===== config.mk =====
export PLATFORM = sky130hd
export DESIGN_NAME = spi_slave
export DESIGN_NICKNAME = d
export VERILOG_FILES = /design/src/rtl/spi_slave.sv
export SDC_FILE = /design/constraint.sdc
export NUM_CORES = 1
export LEC_CHECK = 0
export CORE_MARGIN = 4
export CORE_UTILIZATION = 53
export CTS_CLUSTER_SIZE = 25
export DETAILED_ROUTE_END_ITERATION = 12
export PLACE_DENSITY = 0.87
export SETUP_SLACK_MARGIN = 0.05
export SYNTH_ARGS = -nofsm -noshare
export SYNTH_HDL_FRONTEND = slang
export SYNTH_SLANG_ARGS = --single-unit

===== constraint.sdc =====
create_clock -name CLK -period 2.6 [get_ports CLK]
set_input_delay 0.26 -clock CLK [delete_from_list [all_inputs] [get_ports CLK]]
set_output_delay 0.26 -clock CLK [all_outputs]
set_load 0.05 [all_outputs]

===== src/rtl/spi_slave.sv =====
// rtl/spi_slave.sv - SPI slave, LSB-first WIDTH-bit frames, all four CPOL/CPHA modes.
// SCLK/SS_N/MOSI are oversampled through synchronizers, then edge-detected one cycle later.
module spi_slave #(
  parameter int WIDTH       = 8,
  parameter int SYNC_STAGES = 2
) (
  input  logic             CLK,
  input  logic             RST_N,
  input  logic             CPOL_IN,
  input  logic             CPHA_IN,
  input  logic             SCLK,
  input  logic             SS_N,
  input  logic             MOSI,
  output logic             MISO,
  output logic             MISO_OE,
  input  logic [WIDTH-1:0] TX_DATA,
  input  logic             TX_LOAD,
  output logic             TX_READY,
  output logic [WIDTH-1:0] RX_DATA,
  output logic             RX_VALID,
  output logic             FRAME_ACTIVE,
  output logic             UNDERRUN,
  output logic             FRAME_ERR
);

  localparam int CW = $clog2(WIDTH + 1);

  typedef enum logic [1:0] {
    S_IDLE,
    S_ACTIVE,
    S_DONE
  } state_t;

  // Top two taps of the SCLK/SS_N chains are the current and previous synchronized levels.
  logic [SYNC_STAGES+1:0] sclk_sync_q, sclk_sync_d;
  logic [SYNC_STAGES+1:0] ss_sync_q,   ss_sync_d;
  logic [SYNC_STAGES:0]   mosi_sync_q, mosi_sync_d;

  state_t           state_q, state_d;
  logic             cpol_q, cpol_d;
  logic             cpha_q, cpha_d;
  logic [WIDTH-1:0] shift_q, shift_d;
  logic [CW-1:0]    cnt_q, cnt_d;
  logic             sampled_q, sampled_d;
  logic [WIDTH-1:0] tx_buf_q, tx_buf_d;
  logic             tx_ready_q, tx_ready_d;
  logic             miso_q, miso_d;
  logic             miso_oe_q, miso_oe_d;
  logic [WIDTH-1:0] rx_data_q, rx_data_d;
  logic             rx_valid_q, rx_valid_d;
  logic             frame_active_q, frame_active_d;
  logic             underrun_q, underrun_d;
  logic             frame_err_q, frame_err_d;

  logic             sclk_cur, sclk_prev, ss_cur, ss_prev, mosi_s;
  logic             ss_fall, ss_rise, sclk_edge, leading, trailing;
  logic             sample_edge, shift_edge;
  logic [WIDTH-1:0] shift_in;

  assign sclk_cur  = sclk_sync_q[SYNC_STAGES];
  assign sclk_prev = sclk_sync_q[SYNC_STAGES+1];
  assign ss_cur    = ss_sync_q[SYNC_STAGES];
  assign ss_prev   = ss_sync_q[SYNC_STAGES+1];
  assign mosi_s    = mosi_sync_q[SYNC_STAGES];

  assign ss_fall     = ss_prev & ~ss_cur;
  assign ss_rise     = ~ss_prev & ss_cur;
  assign sclk_edge   = sclk_cur ^ sclk_prev;
  assign leading     = sclk_edge & (sclk_cur != cpol_q);
  assign trailing    = sclk_edge & (sclk_cur == cpol_q);
  assign sample_edge = cpha_q ? trailing : leading;
  assign shift_edge  = cpha_q ? leading : trailing;
  assign shift_in    = {mosi_s, shift_q[WIDTH-1:1]};

  always_comb begin
    sclk_sync_d    = {sclk_sync_q[SYNC_STAGES:0], SCLK};
    ss_sync_d      = {ss_sync_q[SYNC_STAGES:0], SS_N};
    mosi_sync_d    = {mosi_sync_q[SYNC_STAGES-1:0], MOSI};
    state_d        = state_q;
    cpol_d         = cpol_q;
    cpha_d         = cpha_q;
    shift_d        = shift_q;
    cnt_d          = cnt_q;
    sampled_d      = sampled_q;
    tx_buf_d       = tx_buf_q;
    tx_ready_d     = tx_ready_q;
    miso_d         = miso_q;
    miso_oe_d      = miso_oe_q;
    rx_data_d      = rx_data_q;
    rx_valid_d     = 1'b0;
    frame_active_d = frame_active_q;
    underrun_d     = 1'b0;
    frame_err_d    = 1'b0;

    case (state_q)
      S_IDLE: begin
        if (ss_fall) begin
          state_d        = S_ACTIVE;
          cpol_d         = CPOL_IN;
          cpha_d         = CPHA_IN;
          shift_d        = tx_ready_q ? '0 : tx_buf_q;
          miso_d         = tx_ready_q ? 1'b0 : tx_buf_q[0];
          underrun_d     = tx_ready_q;
          tx_ready_d     = 1'b1;
          miso_oe_d      = 1'b1;
          frame_active_d = 1'b1;
          cnt_d          = '0;
          sampled_d      = 1'b0;
        end
      end
      S_ACTIVE: begin
        // A deselect wins over any SCLK edge seen in the same cycle.
        if (ss_rise) begin
          state_d        = S_IDLE;
          frame_err_d    = 1'b1;
          miso_d         = 1'b0;
          miso_oe_d      = 1'b0;
          frame_active_d = 1'b0;
        end else if (sample_edge) begin
          shift_d   = shift_in;
          cnt_d     = cnt_q + CW'(1);
          sampled_d = 1'b1;
          if (cnt_q == CW'(WIDTH - 1)) begin
            state_d    = S_DONE;
            rx_data_d  = shift_in;
            rx_valid_d = 1'b1;
            miso_d     = 1'b0;
          end
        end else if (shift_edge && sampled_q) begin
          miso_d    = shift_q[0];
          sampled_d = 1'b0;
        end
      end
      S_DONE: begin
        if (ss_rise) begin
          state_d        = S_IDLE;
          miso_d         = 1'b0;
          miso_oe_d      = 1'b0;
          frame_active_d = 1'b0;
        end
      end
      default: state_d = S_IDLE;
    endcase

    // Applied last so a load in the frame-start cycle stays buffered for the next frame.
    if (TX_LOAD) begin
      tx_buf_d   = TX_DATA;
      tx_ready_d = 1'b0;
    end
  end

  always_ff @(posedge CLK or negedge RST_N) begin
    if (!RST_N) begin
      // SS_N chain resets to "selected" so a select held through reset never starts a frame.
      sclk_sync_q    <= '0;
      ss_sync_q      <= '0;
      mosi_sync_q    <= '0;
      state_q        <= S_IDLE;
      cpol_q         <= 1'b0;
      cpha_q         <= 1'b0;
      shift_q        <= '0;
      cnt_q          <= '0;
      sampled_q      <= 1'b0;
      tx_buf_q       <= '0;
      tx_ready_q     <= 1'b1;
      miso_q         <= 1'b0;
      miso_oe_q      <= 1'b0;
      rx_data_q      <= '0;
      rx_valid_q     <= 1'b0;
      frame_active_q <= 1'b0;
      underrun_q     <= 1'b0;
      frame_err_q    <= 1'b0;
    end else begin
      sclk_sync_q    <= sclk_sync_d;
      ss_sync_q      <= ss_sync_d;
      mosi_sync_q    <= mosi_sync_d;
      state_q        <= state_d;
      cpol_q         <= cpol_d;
      cpha_q         <= cpha_d;
      shift_q        <= shift_d;
      cnt_q          <= cnt_d;
      sampled_q      <= sampled_d;
      tx_buf_q       <= tx_buf_d;
      tx_ready_q     <= tx_ready_d;
      miso_q         <= miso_d;
      miso_oe_q      <= miso_oe_d;
      rx_data_q      <= rx_data_d;
      rx_valid_q     <= rx_valid_d;
      frame_active_q <= frame_active_d;
      underrun_q     <= underrun_d;
      frame_err_q    <= frame_err_d;
    end
  end

  assign MISO         = miso_q;
  assign MISO_OE      = miso_oe_q;
  assign TX_READY     = tx_ready_q;
  assign RX_DATA      = rx_data_q;
  assign RX_VALID     = rx_valid_q;
  assign FRAME_ACTIVE = frame_active_q;
  assign UNDERRUN     = underrun_q;
  assign FRAME_ERR    = frame_err_q;

endmodule


-- Word level (Yosys, flattened, before mapping)
Cells that the tools add are included.
- register bits: 50
- input port bits: 16
- output and inout bits: 15
- word-level logic and storage cells: 99
- multiplexer cells: 42
- $add $sub $neg: 1
- bitwise operators: 8
- reductions and logical operators: 16
- eq/ne operators: 15
- operators with widths (cell ; count):
    $mux W8 ; 4
    $mux W1 ; 24
    $pmux W8 S2 ; 1
    $reduce_and A4 Y1 ; 4
    $mux W4 ; 3
    $mux W2 ; 5
    $ne A3 B3 Y1 const B ; 3
    $ne A2 B2 Y1 const B ; 4
    $ne A4 B4 Y1 const B ; 2
    $pmux W4 S2 ; 1
    $reduce_bool A2 Y1 ; 4
    $pmux W2 S3 ; 1
    $reduce_and A5 Y1 ; 1
    $add A4 B1 Y4 const B ; 1
    $and A1 B1 Y1 ; 4
    $eq A4 B3 Y1 const B ; 1
    $pmux W1 S2 ; 2
    $reduce_and A2 Y1 ; 2
    $not A1 Y1 ; 3
    $pmux W1 S3 ; 1
    $reduce_and A3 Y1 ; 1
    $reduce_bool A3 Y1 ; 1
    $eq A2 B1 Y1 const B ; 1
    $eq A2 B2 Y1 const B ; 1
    other kinds (7) ; 7

-- Depth between registers and ports, before layout
- word-level depth: 8
- depth in mapped cells: 8
- mapped depth without buffers: 7

-- Worst setup path before layout
No wires, ideal clock.
- path kind: register -> register
- start point: register cpol_q
- end point: register rx_data_q[0] (netlist: RX_DATA[0])
- slack: 0.723 ns
- data required time: 2.475 ns
- clock period less this slack: 1.877 ns
- buffers on the path: 1
- setup time: 0.125 ns
- cell stages (with the launch flop): 7
- data arrival time: 1.753 ns
- cell sequence: dfrtp_1 -> xnor2_2 -> mux2i_2 -> and4b_4 -> and2b_1 -> buf_6 -> mux2_2
- cells in the longest elaborated chain, start to end: 4
- elaborated cells on any way between the ends: 6
- those cells by class: 2 x eq/ne; 1 x mux; 2 x bitwise; 1 x reduce/logical
- RTL lines (element ; RTL line ; source):
    start: declaration ; 40 ; logic cpol_q, cpol_d;
    start signal: assignment ; 178 ; cpol_q <= cpol_d;
    $ne A1 B1 Y1 / $eq A1 B1 Y1 (equally long branches) ; 69, 70 ;
    $and A1 B1 Y1, on equally long branches ; 69, 70 ;
    $mux W1 * ; 71 ; assign sample_edge = cpha_q ? trailing : leading;
    $reduce_and A4 Y1 (no line) * ; - ;
    end signal: assignment ; 187 ; rx_data_q <= rx_data_d;
    end: declaration ; 49 ; logic [WIDTH-1:0] rx_data_q, rx_data_d;
Every way passes the cells marked *; elsewhere a longest branch is shown, timed or not.
A chain may end at the register's enable or synchronous reset.

-- Final worst setup path
- start point: register cpol_q
- end point: register rx_data_q[7] (netlist: RX_DATA[7])
The elaborated chain is that of the path after synthesis.

==> results.sh <==
export IMPL_worstPathRequired_ps=2790
export IMPL_synth_area_um2=2050
export IMPL_cts_inserted_buffers=5
export IMPL_worst_slack_ps=399
export IMPL_status="finished, final reports clean"
export IMPL_regArea_um2=1250
export IMPL_crit_path_cell_trace="xnor2_2, mux2i_2, and4b_4, and2b_1, mux2_2"
export IMPL_ios=31
export IMPL_synthCells=166
export IMPL_tightest_slew_ps=1040
export IMPL_ys_seq_area_frac=0.612
export IMPL_power_total_mw=2.19
export IMPL_fin_crit_ps=2200
export IMPL_worstPathArrival_ps=2390
export IMPL_post_place_ws_ps=337
export IMPL_root_buffer="clkbuf_8"
export IMPL_clock_fmax_mhz=454
export IMPL_synth_area_leader_cell="dfrtp_1"
export IMPL_start_util=0.555
export IMPL_place_hpwl_um=2690
export IMPL_worstSetupPathType="reg2reg"
export IMPL_max_stage_delay_ps=410
export IMPL_synth_seq_cells=50
export IMPL_path_clk_slew_ps=80
export IMPL_yosysWarnings=0
export IMPL_reg2reg_depth=5
export IMPL_skew_ps=2.55
export IMPL_cts_htree_levels=2
export IMPL_r2r_start="cpol_q$_DFFE_PN0P_"
export IMPL_leakage_nw=1.13
export IMPL_grt_max_degree=51
export IMPL_path_max_fanout=9
export IMPL_routedWlPerCell_um=14.7
export IMPL_end_kind="register"
export IMPL_avgSynthCellArea_um2=12.3
export IMPL_cts_tree="built"
export IMPL_multi_input_area_um2=747
export IMPL_rsz0062_at_grt="false"
export IMPL_slew_viol_final=0
export IMPL_start_kind="register"
export IMPL_crit_path_end="RX_DATA[7]$_DFFE_PN0P_"
export IMPL_synth_most_common_cell="dfrtp_1"
export IMPL_place_gp_congestion=0.912
export IMPL_chipWidth_um=70.1
export IMPL_slowest_stage="dfrtp_1"
export IMPL_final_layout_size_suffix_gt1_frac=0.161
export IMPL_grt_overflow=0
export IMPL_grt_pass1_vias=1374
export IMPL_reg2reg_slack_ps=400
export IMPL_synthFlopType="dfrtp_1"
export IMPL_crit_start="cpol_q$_DFFE_PN0P_"
export IMPL_yosysTopAreaCellShare=0.599
export IMPL_vias_per_cell=5.41
export IMPL_final_setup_viol_count=0
export IMPL_area_growth_pct=20.9
export IMPL_syn_nets=187
export IMPL_antennaDiodeCount=0
export IMPL_layout_nets=219
export IMPL_hold_class="in2async"
export IMPL_power_per_cell_area_nw_per_um2=887
export IMPL_async_reset_ff_frac=1.00
export IMPL_maxCapViolations=0
export IMPL_num_fill_cells=271
export IMPL_fin_crit_sh=0.847
export IMPL_die_h_um=70.1
export IMPL_place_area_um2=2370
export IMPL_yosys_top_cells_count="dfrtp_1, nand2_1, mux2_2, o21ai_0, nor2_1"
export IMPL_r2r_end="RX_DATA[7]$_DFFE_PN0P_"
export IMPL_track_usage=0.168
export IMPL_yosysUniqueCellTypes=32
export IMPL_drt_total_wl_um=3630
export IMPL_final_area_um2=2470
export IMPL_drt_first_pass_iters=4
export IMPL_antenna_found_initial=0
export IMPL_drtIter0Drc=78
export IMPL_num_rows=22
export IMPL_synth_edf_count=0
export IMPL_worstSkewPairLatency_ps=300
export IMPL_final_antenna_net_count=0
export IMPL_grt_pass1_wl_um=6420
export IMPL_slew_headroom=0.304
export IMPL_die_area_um2=4920
export IMPL_hold_viol=0
export IMPL_ys_top_cells_by_area="dfrtp_1, mux2_2, o21ai_0"
export IMPL_clock_sinks=50
export IMPL_num_vias=1337
export IMPL_fin_setup_tns_ps=0
export IMPL_vdd_ir_drop_max_uv=611
export IMPL_portBuffers=30
export IMPL_drc=0
export IMPL_clk_path_buf_depth=2
export IMPL_coreArea_um2=3690
[through the flow]
stage | instances | hold WS [ps] | utilization
after floorplan | 166 | -35.6 | -
after global placement | 239 | 333 | 0.643
after detailed placement | 239 | 336 | 0.643
after CTS | 247 | 163 | 0.669
after global routing | 247 | 220 | 0.670
final | 247 | 132 | 0.670
[timing repair]
action / in CTS / in global routing
endpoints found under the setup margin: 0 / 4
endpoints found under the hold margin: 0 / 0
resized for setup: 0 / 1
hold buffers: 0 / 0
setup buffers: 0 / 0
[where the power goes]
part	leakage, nW	internal [mW]	total (mW)	switching [mW]
Sequential	0.628	0.920	1.03	0.115
Combinational	0.450	0.284	0.701	0.417
Clock	0.0472	0.214	0.458	0.244
[per-layer routing]
| layer | track usage | vias to the layer above | routed length (µm) |
|---|---|---|---|
| met1 | 0.208 | 647 | 1540 |
| met3 | 0.0604 | 7 | 235 |
| met2 | 0.270 | 46 | 1800 |
| met5 | 0 | - | 0 |
| li1 | - | 637 | - |
| met4 | 0.0660 | 0 | 55 |
[logic make-up after synthesis]
| group | count (synthesis) | share of synthesized area |
|---|---|---|
| AO/OA/AOI/OAI | 35 | 0.102 |
| multiplexers | 21 | 0.115 |
| AND/OR/NAND/NOR | 44 | 0.107 |
| adder cells (fa/ha/maj) | 5 | 0.0306 |
| flip-flops | 50 | 0.612 |
| buffers and inverters | 10 | 0.0257 |
| XOR/XNOR | 1 | 0.00795 |
[worst min path at each step]
stage,startpoint,cells after the start,endpoint,slack [ps]
detailed placement,sclk_sync_q[0]$_DFF_PN0_,0,sclk_sync_q[1]$_DFF_PN0_,340
CTS,RST_N,1,mosi_sync_q[1]$_DFF_PN0_,160
finish,RST_N,1,mosi_sync_q[1]$_DFF_PN0_,130
global placement,mosi_sync_q[1]$_DFF_PN0_,0,mosi_sync_q[2]$_DFF_PN0_,330
global route,RST_N,1,mosi_sync_q[0]$_DFF_PN0_,220
floorplan,RST_N,0,FRAME_ACTIVE$_DFFE_PN0P_,-40
[cell type report]
type                            count  share of cell area
Inverter                            4             0.00607
Clock buffer                        6              0.0334
Tap cell                           48              0.0243
Clock inverter                      2             0.00506
Sequential cell                    50               0.507
Multi-Input combinational cell    106               0.302
Timing Repair Buffer               31               0.122
[cell usage in the layout, fill, tap and decap left out, drive strengths merged, types with 2 or more instances in the layout]
master,synthesis,final
mux2i,4,4
nand2,20,20
ha,5,5
nand3,2,2
clkbuf,3,6
a22oi,5,5
nor3b,2,2
inv,4,4
nand2b,5,5
o21ai,17,17
a21oi,6,6
nor2,7,7
a21o,2,2
clkdlybuf4s50,0,29
dfrtp,49,49
mux2,17,17
buf,3,2
and2,2,2
[sequential cells by signal (all words and copies together), names as in the netlist]
signal,flops
FRAME_ACTIVE,1
FRAME_ERR,1
MISO,1
RX_DATA,8
RX_VALID,1
TX_READY,1
UNDERRUN,1
cnt_q,4
cpha_q,1
cpol_q,1
mosi_sync_q,3
sampled_q,1
sclk_sync_q,4
shift_q,8
ss_sync_q,4
state_q,2
tx_buf_q,8
[critical path, delay by kind of cell, from the launching register on]
kind | cells | cell delay, ps
flops | 1 | 410
simple gates | 2 | 670
xor+xnor | 1 | 240
mux | 2 | 770
Note: power is estimated with default switching activity, not from simulation.
